### src/rtl/qspi_flash_responder_if.sv
// Bus bundle between a QSPI read master (plus its backing memory) and the
// flash responder. The responder takes the slave view; the environment
// driving sclk/cs_n/mosi and serving memory reads takes the master view.
interface qspi_flash_responder_if #(
    parameter int ADDR_WIDTH = 24
);
    logic                  sclk;
    logic                  cs_n;
    logic                  mosi;
    logic [3:0]            io_out;
    logic [3:0]            io_oe;
    logic                  mem_rd_en;
    logic [ADDR_WIDTH-1:0] mem_addr;
    logic [7:0]            mem_rdata;
    logic                  busy;
    logic                  bad_opcode;

    modport slave (
        input  sclk, cs_n, mosi, mem_rdata,
        output io_out, io_oe, mem_rd_en, mem_addr, busy, bad_opcode
    );

    modport master (
        output sclk, cs_n, mosi, mem_rdata,
        input  io_out, io_oe, mem_rd_en, mem_addr, busy, bad_opcode
    );
endinterface

### src/rtl/qspi_flash_responder.sv
// QSPI flash responder: receives opcode and 24-bit address on mosi, then
// streams bytes from a fixed-latency memory port on one (0x03) or four
// (0x6B) data lines. All SPI inputs are oversampled in the clk domain.
//
// state  | meaning
// -------+-----------------------------------------------------------
// IDLE   | cs_n high, nothing in flight
// CMD    | shifting in the 8-bit opcode
// ADDR   | shifting in the 24-bit address
// DUMMY  | counting dummy sclk cycles (0x6B only)
// DATA   | streaming bytes out, prefetching the next byte
// IGNORE | unsupported opcode, wait for cs_n to rise
module qspi_flash_responder #(
    parameter int ADDR_WIDTH   = 24,
    parameter int DUMMY_CYCLES = 8,
    parameter int SYNC_STAGES  = 2,
    parameter int MEM_LATENCY  = 1
) (
    input  logic                  clk,
    input  logic                  reset,
    qspi_flash_responder_if.slave bus
);
    typedef enum logic [2:0] {
        S_IDLE,
        S_CMD,
        S_ADDR,
        S_DUMMY,
        S_DATA,
        S_IGNORE
    } state_t;

    localparam logic [7:0] OP_READ    = 8'h03;
    localparam logic [7:0] OP_QREAD   = 8'h6B;
    localparam logic [7:0] DUMMY_LAST = 8'(DUMMY_CYCLES - 1);

    state_t state, state_nx;

    logic [SYNC_STAGES-1:0] sclk_sync, cs_sync, mosi_sync;
    logic                   sclk_prev;
    logic                   sclk_s, cs_high, mosi_s;
    logic                   sclk_rise, sclk_fall;

    logic [7:0]            bit_cnt;
    logic [6:0]            cmd_sh;
    logic [22:0]           addr_sh;
    logic                  quad;
    logic [ADDR_WIDTH-1:0] addr_cnt;
    logic [MEM_LATENCY-1:0] rd_pipe;
    logic [7:0]            pf;
    logic                  pf_valid;
    logic [7:0]            sh;
    logic                  sh_valid;
    logic [2:0]            pos;
    logic [3:0]            io_out_q, io_oe_q;

    logic [7:0]            cmd_word;
    logic [23:0]           addr_full;
    logic [ADDR_WIDTH-1:0] addr_rx, addr_nx;
    logic                  last_pos;
    logic                  bad_op, addr_done, load_first, load_next, rd_en;

    assign sclk_s    = sclk_sync[SYNC_STAGES-1];
    assign cs_high   = cs_sync[SYNC_STAGES-1];
    assign mosi_s    = mosi_sync[SYNC_STAGES-1];
    // an sclk edge coinciding with cs_n high is dropped: cs_n wins
    assign sclk_rise = sclk_s & ~sclk_prev & ~cs_high;
    assign sclk_fall = ~sclk_s & sclk_prev & ~cs_high;

    assign cmd_word  = {cmd_sh, mosi_s};
    assign addr_full = {addr_sh, mosi_s};
    assign addr_rx   = addr_full[ADDR_WIDTH-1:0];
    assign addr_nx   = addr_done ? addr_rx
                                 : addr_cnt + {{(ADDR_WIDTH-1){1'b0}}, 1'b1};
    assign last_pos  = quad ? (pos == 3'd1) : (pos == 3'd7);
    assign rd_en     = addr_done | load_first | load_next;

    assign bus.mem_rd_en  = rd_en;
    assign bus.mem_addr   = rd_en ? addr_nx : '0;
    assign bus.io_out     = io_out_q;
    assign bus.io_oe      = io_oe_q;
    assign bus.busy       = (state != S_IDLE);
    assign bus.bad_opcode = bad_op;

    // input synchronizers and sclk history for edge detection; cs_n
    // resets to the deselected level so reset never looks like a select
    always_ff @(posedge clk or posedge reset) begin
        if (reset) begin
            sclk_sync <= '0;
            cs_sync   <= '1;
            mosi_sync <= '0;
            sclk_prev <= 1'b0;
        end else begin
            sclk_sync <= {sclk_sync[SYNC_STAGES-2:0], bus.sclk};
            cs_sync   <= {cs_sync[SYNC_STAGES-2:0], bus.cs_n};
            mosi_sync <= {mosi_sync[SYNC_STAGES-2:0], bus.mosi};
            sclk_prev <= sclk_s;
        end
    end

    // state register
    always_ff @(posedge clk or posedge reset) begin
        if (reset) begin
            state <= S_IDLE;
        end else begin
            state <= state_nx;
        end
    end

    // next-state decode and single-cycle control strobes
    always_comb begin
        state_nx   = state;
        bad_op     = 1'b0;
        addr_done  = 1'b0;
        load_first = 1'b0;
        load_next  = 1'b0;
        if (cs_high) begin
            state_nx = S_IDLE;
        end else begin
            case (state)
                S_IDLE: state_nx = S_CMD;
                S_CMD: begin
                    if (sclk_rise && bit_cnt == 8'd7) begin
                        if (cmd_word == OP_READ || cmd_word == OP_QREAD) begin
                            state_nx = S_ADDR;
                        end else begin
                            bad_op   = 1'b1;
                            state_nx = S_IGNORE;
                        end
                    end
                end
                S_ADDR: begin
                    if (sclk_rise && bit_cnt == 8'd23) begin
                        addr_done = 1'b1;
                        if (!quad || DUMMY_CYCLES == 0) begin
                            state_nx = S_DATA;
                        end else begin
                            state_nx = S_DUMMY;
                        end
                    end
                end
                S_DUMMY: begin
                    if (sclk_rise && bit_cnt == DUMMY_LAST) begin
                        state_nx = S_DATA;
                    end
                end
                S_DATA: begin
                    if (!sh_valid && pf_valid) begin
                        load_first = 1'b1;
                    end
                    if (sclk_fall && sh_valid && last_pos) begin
                        load_next = 1'b1;
                    end
                end
                default: state_nx = state;
            endcase
        end
    end

    // shift registers, address counter, read pipeline and output drive
    always_ff @(posedge clk or posedge reset) begin
        if (reset) begin
            bit_cnt  <= '0;
            cmd_sh   <= '0;
            addr_sh  <= '0;
            quad     <= 1'b0;
            addr_cnt <= '0;
            rd_pipe  <= '0;
            pf       <= '0;
            pf_valid <= 1'b0;
            sh       <= '0;
            sh_valid <= 1'b0;
            pos      <= '0;
            io_out_q <= '0;
            io_oe_q  <= '0;
        end else if (cs_high) begin
            bit_cnt  <= '0;
            cmd_sh   <= '0;
            addr_sh  <= '0;
            quad     <= 1'b0;
            addr_cnt <= '0;
            rd_pipe  <= '0;
            pf_valid <= 1'b0;
            sh       <= '0;
            sh_valid <= 1'b0;
            pos      <= '0;
            io_out_q <= '0;
            io_oe_q  <= '0;
        end else begin
            rd_pipe[0] <= rd_en;
            for (int i = 1; i < MEM_LATENCY; i++) begin
                rd_pipe[i] <= rd_pipe[i-1];
            end
            if (rd_pipe[MEM_LATENCY-1]) begin
                pf       <= bus.mem_rdata;
                pf_valid <= 1'b1;
            end
            if (rd_en) begin
                addr_cnt <= addr_nx;
            end
            if (sclk_rise) begin
                case (state)
                    S_CMD: begin
                        cmd_sh  <= cmd_word[6:0];
                        bit_cnt <= (bit_cnt == 8'd7) ? 8'd0 : bit_cnt + 8'd1;
                        if (bit_cnt == 8'd7) begin
                            quad <= (cmd_word == OP_QREAD);
                        end
                    end
                    S_ADDR: begin
                        addr_sh <= addr_full[22:0];
                        bit_cnt <= (bit_cnt == 8'd23) ? 8'd0 : bit_cnt + 8'd1;
                    end
                    S_DUMMY: begin
                        bit_cnt <= (bit_cnt == DUMMY_LAST) ? 8'd0 : bit_cnt + 8'd1;
                    end
                    default: ;
                endcase
            end
            if (load_first) begin
                sh       <= pf;
                sh_valid <= 1'b1;
                pf_valid <= 1'b0;
                pos      <= '0;
            end
            if (sclk_fall && state == S_DATA && sh_valid) begin
                io_oe_q  <= quad ? 4'b1111 : 4'b0001;
                io_out_q <= quad ? sh[7:4] : {3'b000, sh[7]};
                if (load_next) begin
                    sh       <= pf;
                    pf_valid <= 1'b0;
                    pos      <= '0;
                end else begin
                    sh  <= quad ? {sh[3:0], 4'h0} : {sh[6:0], 1'b0};
                    pos <= pos + 3'd1;
                end
            end
        end
    end
endmodule

### src/flat_wrapper.sv
// flat-port wrapper written by rule: the top's interface ports become plain ports
module qspi_flash_responder_flat 
#(
    parameter int ADDR_WIDTH   = 24,
    parameter int DUMMY_CYCLES = 8,
    parameter int SYNC_STAGES  = 2,
    parameter int MEM_LATENCY  = 1
)
  (clk, reset, bus_sclk, bus_cs_n, bus_mosi, bus_mem_rdata, bus_io_out, bus_io_oe, bus_mem_rd_en, bus_mem_addr, bus_busy, bus_bad_opcode);
  qspi_flash_responder_if #(.ADDR_WIDTH(ADDR_WIDTH)) bus_i ();
  input  logic clk;
  input  logic reset;
  input wire logic [$bits(bus_i.sclk)-1:0] bus_sclk;
  input wire logic [$bits(bus_i.cs_n)-1:0] bus_cs_n;
  input wire logic [$bits(bus_i.mosi)-1:0] bus_mosi;
  input wire logic [$bits(bus_i.mem_rdata)-1:0] bus_mem_rdata;
  output wire logic [$bits(bus_i.io_out)-1:0] bus_io_out;
  output wire logic [$bits(bus_i.io_oe)-1:0] bus_io_oe;
  output wire logic [$bits(bus_i.mem_rd_en)-1:0] bus_mem_rd_en;
  output wire logic [$bits(bus_i.mem_addr)-1:0] bus_mem_addr;
  output wire logic [$bits(bus_i.busy)-1:0] bus_busy;
  output wire logic [$bits(bus_i.bad_opcode)-1:0] bus_bad_opcode;
  assign bus_i.sclk = bus_sclk;
  assign bus_i.cs_n = bus_cs_n;
  assign bus_i.mosi = bus_mosi;
  assign bus_i.mem_rdata = bus_mem_rdata;
  assign bus_io_out = bus_i.io_out;
  assign bus_io_oe = bus_i.io_oe;
  assign bus_mem_rd_en = bus_i.mem_rd_en;
  assign bus_mem_addr = bus_i.mem_addr;
  assign bus_busy = bus_i.busy;
  assign bus_bad_opcode = bus_i.bad_opcode;
  qspi_flash_responder #(.ADDR_WIDTH(ADDR_WIDTH), .DUMMY_CYCLES(DUMMY_CYCLES), .SYNC_STAGES(SYNC_STAGES), .MEM_LATENCY(MEM_LATENCY)) u_core (.clk(clk), .reset(reset), .bus(bus_i));
endmodule
### config.mk
export PLATFORM = sky130hd
export DESIGN_NAME = qspi_flash_responder_flat
export DESIGN_NICKNAME = d
export VERILOG_FILES = /design/src/rtl/qspi_flash_responder_if.sv /design/src/rtl/qspi_flash_responder.sv /design/src/flat_wrapper.sv
export SDC_FILE = /design/constraint.sdc
export NUM_CORES = 1
export LEC_CHECK = 0
export CORE_MARGIN = 1
export CORE_UTILIZATION = 60
export CTS_BUF_LIST = sky130_fd_sc_hd__clkbuf_16
export CTS_CLUSTER_DIAMETER = 200
export DETAILED_ROUTE_END_ITERATION = 6
export PLACE_DENSITY = 0.87
export SYNTH_ARGS = -nofsm -noshare
export SYNTH_HDL_FRONTEND = slang
export SYNTH_SLANG_ARGS = --single-unit
### constraint.sdc
create_clock -name clk -period 9.1 [get_ports clk]
set_input_delay 2.73 -clock clk [delete_from_list [all_inputs] [get_ports clk]]
set_output_delay 2.73 -clock clk [all_outputs]
set_load 0.01 [all_outputs]
==> results list <==
* Worst hold slack across all endpoints: 355 ps
- Adder-cell area share of the yosys netlist: 0.703%
- Detailed routing inserted a total of 4576 vias.
- Max Freq: 0.148 GHz
- Counting flops with a built-in enable in the synthesized netlist gives 0.
- The most used flip-flop cell after synthesis is dfrtp_1.
* Hold Crit Endpoint: u_core.sclk_sync[1]
- Power per unit of standard cell area: 143 mW/mm^2
* Clk buf depth: 2
* Register-to-register setup slack: 5620 ps
- Rel. slew slack: 25.5%
- Share of the core filled with cells: 70.7%
- The worst hold path belongs to the class reg -> reg.
* Unrepaired setup endpoints after global routing: false
- Share of the clock period used by the worst path: 74.4%
* Antenna violations before repair: 0
- In this run the post-CTS setup repair buffer count came out at 0.
- The total overflow left after global routing is 0.
* Sequential area share after synthesis: 47.4%
- The worst hold path was traced through 0 stages.
- The average instance in the mapped netlist occupies 9.10 sq um.
* WL final: 12.6 mm
* GRT Util Overall: 28.8%
* Area delta synth->final: 15.0%
- Counting flops with an async set or reset pin after synthesis yields a share of 100%.
- For this design, the CTS-stage hold fixing added 0 buffers.
- For this configuration, the core starts out at a cell density of 61.5%.
- Worst Max-Slew Pin Slew: 1090 ps
- In the final design database the tool counted 630 nets.
- Width of the die: 96.3 um
- Status: finished clean
- The clock reaches the later pin of the worst-skew pair after 350 ps.
- Max-cap violations: 0
- Pins over their slew limit: 0
- First-pass GRT wire length: 20.4 mm
* Worst R2R Start: u_core.cs_sync[1]
- The startpoint identified for the worst hold timing path is u_core.sclk_sync[0].
* Yosys Warn Count: 0
- The clock tree synthesis step divided the H-tree into 3 levels.
- The number of global-route vias before repair is 4353.
- Post_cts resized: 0
- Min Clock Period, post-route: 6770 ps
- Placed wire-length estimate: 8.54 mm
- Crit end category: primary output
- For this run, the detailed router's first-pass iteration total came to 5.
- Across the VDD grid, the largest voltage drop is 0.0000857 V.
* Ports placed on the boundary: 48
- Number of diodes: 0
* Pin count of the biggest net entering global routing: 82
- Total die area: 0.00928 sq mm
- Post-CTS clock slew at the launch and capture registers of the worst setup and hold paths: 70 ps
* Mux share of post-synthesis cell area: 4.12%
- Complex-gate fraction of the synthesized area: 17.5%
- Clock buffers created by TritonCTS: 9
- Violation count after the first detailed-routing iteration: 308
- The synthesized netlist devotes 2.95% of its cell area to XOR and XNOR gates.
* Clock tree from TritonCTS: yes
* Synthesized flop and latch total: 101
* Wire length per cell: 17.3 um
- Combinational family with the most area after synthesis: simple AND/OR/NAND/NOR gates
* Setup TNS Final: 0 ps
- Worst Path Required: 6370 ps
- Once detail routing completed, the nets flagged for antenna violations numbered 0.
- Setup violations remaining at the end of the flow were counted as 0.
* Arrival time at the worst endpoint: 4040 ps
* Reg2reg end: u_core.addr_cnt[22]
- Share of layout cells above drive strength 1: 6.95%
- The number of hold-slack violations in the final timing report came to 0.
* Number of buffers added on ports: 47
- Synthesis produced a netlist with a net count of 603.
- For this design, the sink count on the clock tree is 101.
- In this run the core area contains 34 standard-cell rows.
* Worst Skew: 10.5 ps
- Post-Synth Simple-Gate Area: 23.3%
- After technology mapping, the gate count stands at 587.
- For this design the static power due to leakage is 0.00259 uW.
- After synthesis the cells add up to 0.00534 sq mm.
* Logic depth of the worst register-to-register path: 6
- Vias per std cell: 6.29
- Number of library cell types mapped by synthesis: 58
- In this run the standard cell core region covers 0.00868 sq mm.
- Sort of element at the start of the critical path: register
* Worst setup path class: reg -> out
* CP max FO: 60
- Clock tree synthesis selected as its root buffer the cell clkbuf_16.
- Remaining DRCs: 0
- The floorplan step set the die height to 96.3 um.
- Routability-driven placement finished with a final weighted congestion of 0.880.
## cell usage after synthesis, types with 8 or more instances
cell type / count / area (sq um)
a21o_1: 12 / 90.1
a21oi_1: 51 / 255
buf_2: 11 / 55.1
clkbuf_1: 20 / 75.1
dfrtp_1: 99 / 2480
inv_1: 12 / 45.0
mux2_2: 8 / 90.1
mux2i_1: 13 / 130
nand2_1: 103 / 387
nand2b_1: 8 / 50.1
nand3_1: 20 / 100
nand3b_1: 8 / 60.1
nor2_1: 35 / 131
nor3_1: 8 / 40.0
o21ai_0: 50 / 250
or3_1: 11 / 68.8
xnor2_1: 12 / 105
## cells by family after synthesis
family / Yosys count
buffers and inverters: 49
and+or+nand+nor: 240
adders and majority gates: 3
AOI/OAI and AO/OA: 155
xor gates and xnor gates: 18
muxes: 21
DFF: 101
## final cells by class
type | count | area [sq um]
Inverter | 12 | 47.5
Clock buffer | 9 | 225
Multi-Input combinational cell | 437 | 2600
Tap cell | 108 | 135
Fill cell | 682 | 2540
Sequential cell | 101 | 2530
Timing Repair Buffer | 53 | 515
Clock inverter | 7 | 82.6
## cells in the final DEF (no fill, tap or decap), drive strengths merged, types with 13 or more instances in the layout
cell	instances
clkdlybuf4s50	47
nor2	35
a21oi	51
o21ai	51
dfrtp	99
mux2i	13
nand3	20
nand2	103
inv	16
## through the flow
stage	power [uW]	setup slack, ps	cell area, sq um	cells
4_1_cts	881	2330	6140	727
2_1_floorplan	481	3730	5340	587
3_3_place_gp	492	2910	5830	711
5_1_grt	905	2110	6140	727
6_report	877	2330	6140	727
3_5_place_dp	493	2780	5830	711
## how the worst max path moves through the flow
stage                         end  slack (ps)               from  cells after the start
2_1_floorplan  u_core.addr_cnt[0]        3730              reset                      1
3_3_place_gp     bus_mem_addr[10]        2910  u_core.cs_sync[1]                      7
3_5_place_dp     bus_mem_addr[22]        2780  u_core.cs_sync[1]                      7
4_1_cts          bus_mem_addr[22]        2330  u_core.cs_sync[1]                      7
5_1_grt          bus_mem_addr[11]        2110  u_core.cs_sync[1]                      7
6_report         bus_mem_addr[22]        2330  u_core.cs_sync[1]                      7
## layer usage
metal / GRT usage [%] / vias to the layer above / part of all wire, %
li1: - / 2143 / -
met1: 36.9 / 2229 / 41
met2: 48.6 / 173 / 52
met3: 5.77 / 31 / 5.2
met4: 10.2 / 0 / 1.9
met5: 0 / - / 0
## flip-flops by register name, indices dropped and copies added (netlist names), 3 cells and up
signal,flops
u_core.addr_cnt,24
u_core.addr_sh,23
u_core.sh,8
u_core.bit_cnt,8
u_core.state,3
u_core.cmd_sh,7
u_core.pos,3
u_core.pf,8
u_core.bus.io_out,4
## report_power, final
part | internal [uW] | leakage (uW) | switching, uW
clock | 218 | 0.000155 | 174
combinational | 9.41 | 0.00104 | 20.9
sequential | 451 | 0.00139 | 2.64
total | 679 | 0.00259 | 198
## worst max-delay path: stages (launching register included)
cell             delay, ps
dfstp_2                520
buf_4                  490
and4bb_4               350
o21ai_1                760
nand2b_1               720
a21oi_1                150
a21o_1                 200
clkdlybuf4s50_1        470
No activity file was read; power rests on OpenSTA's default activity.
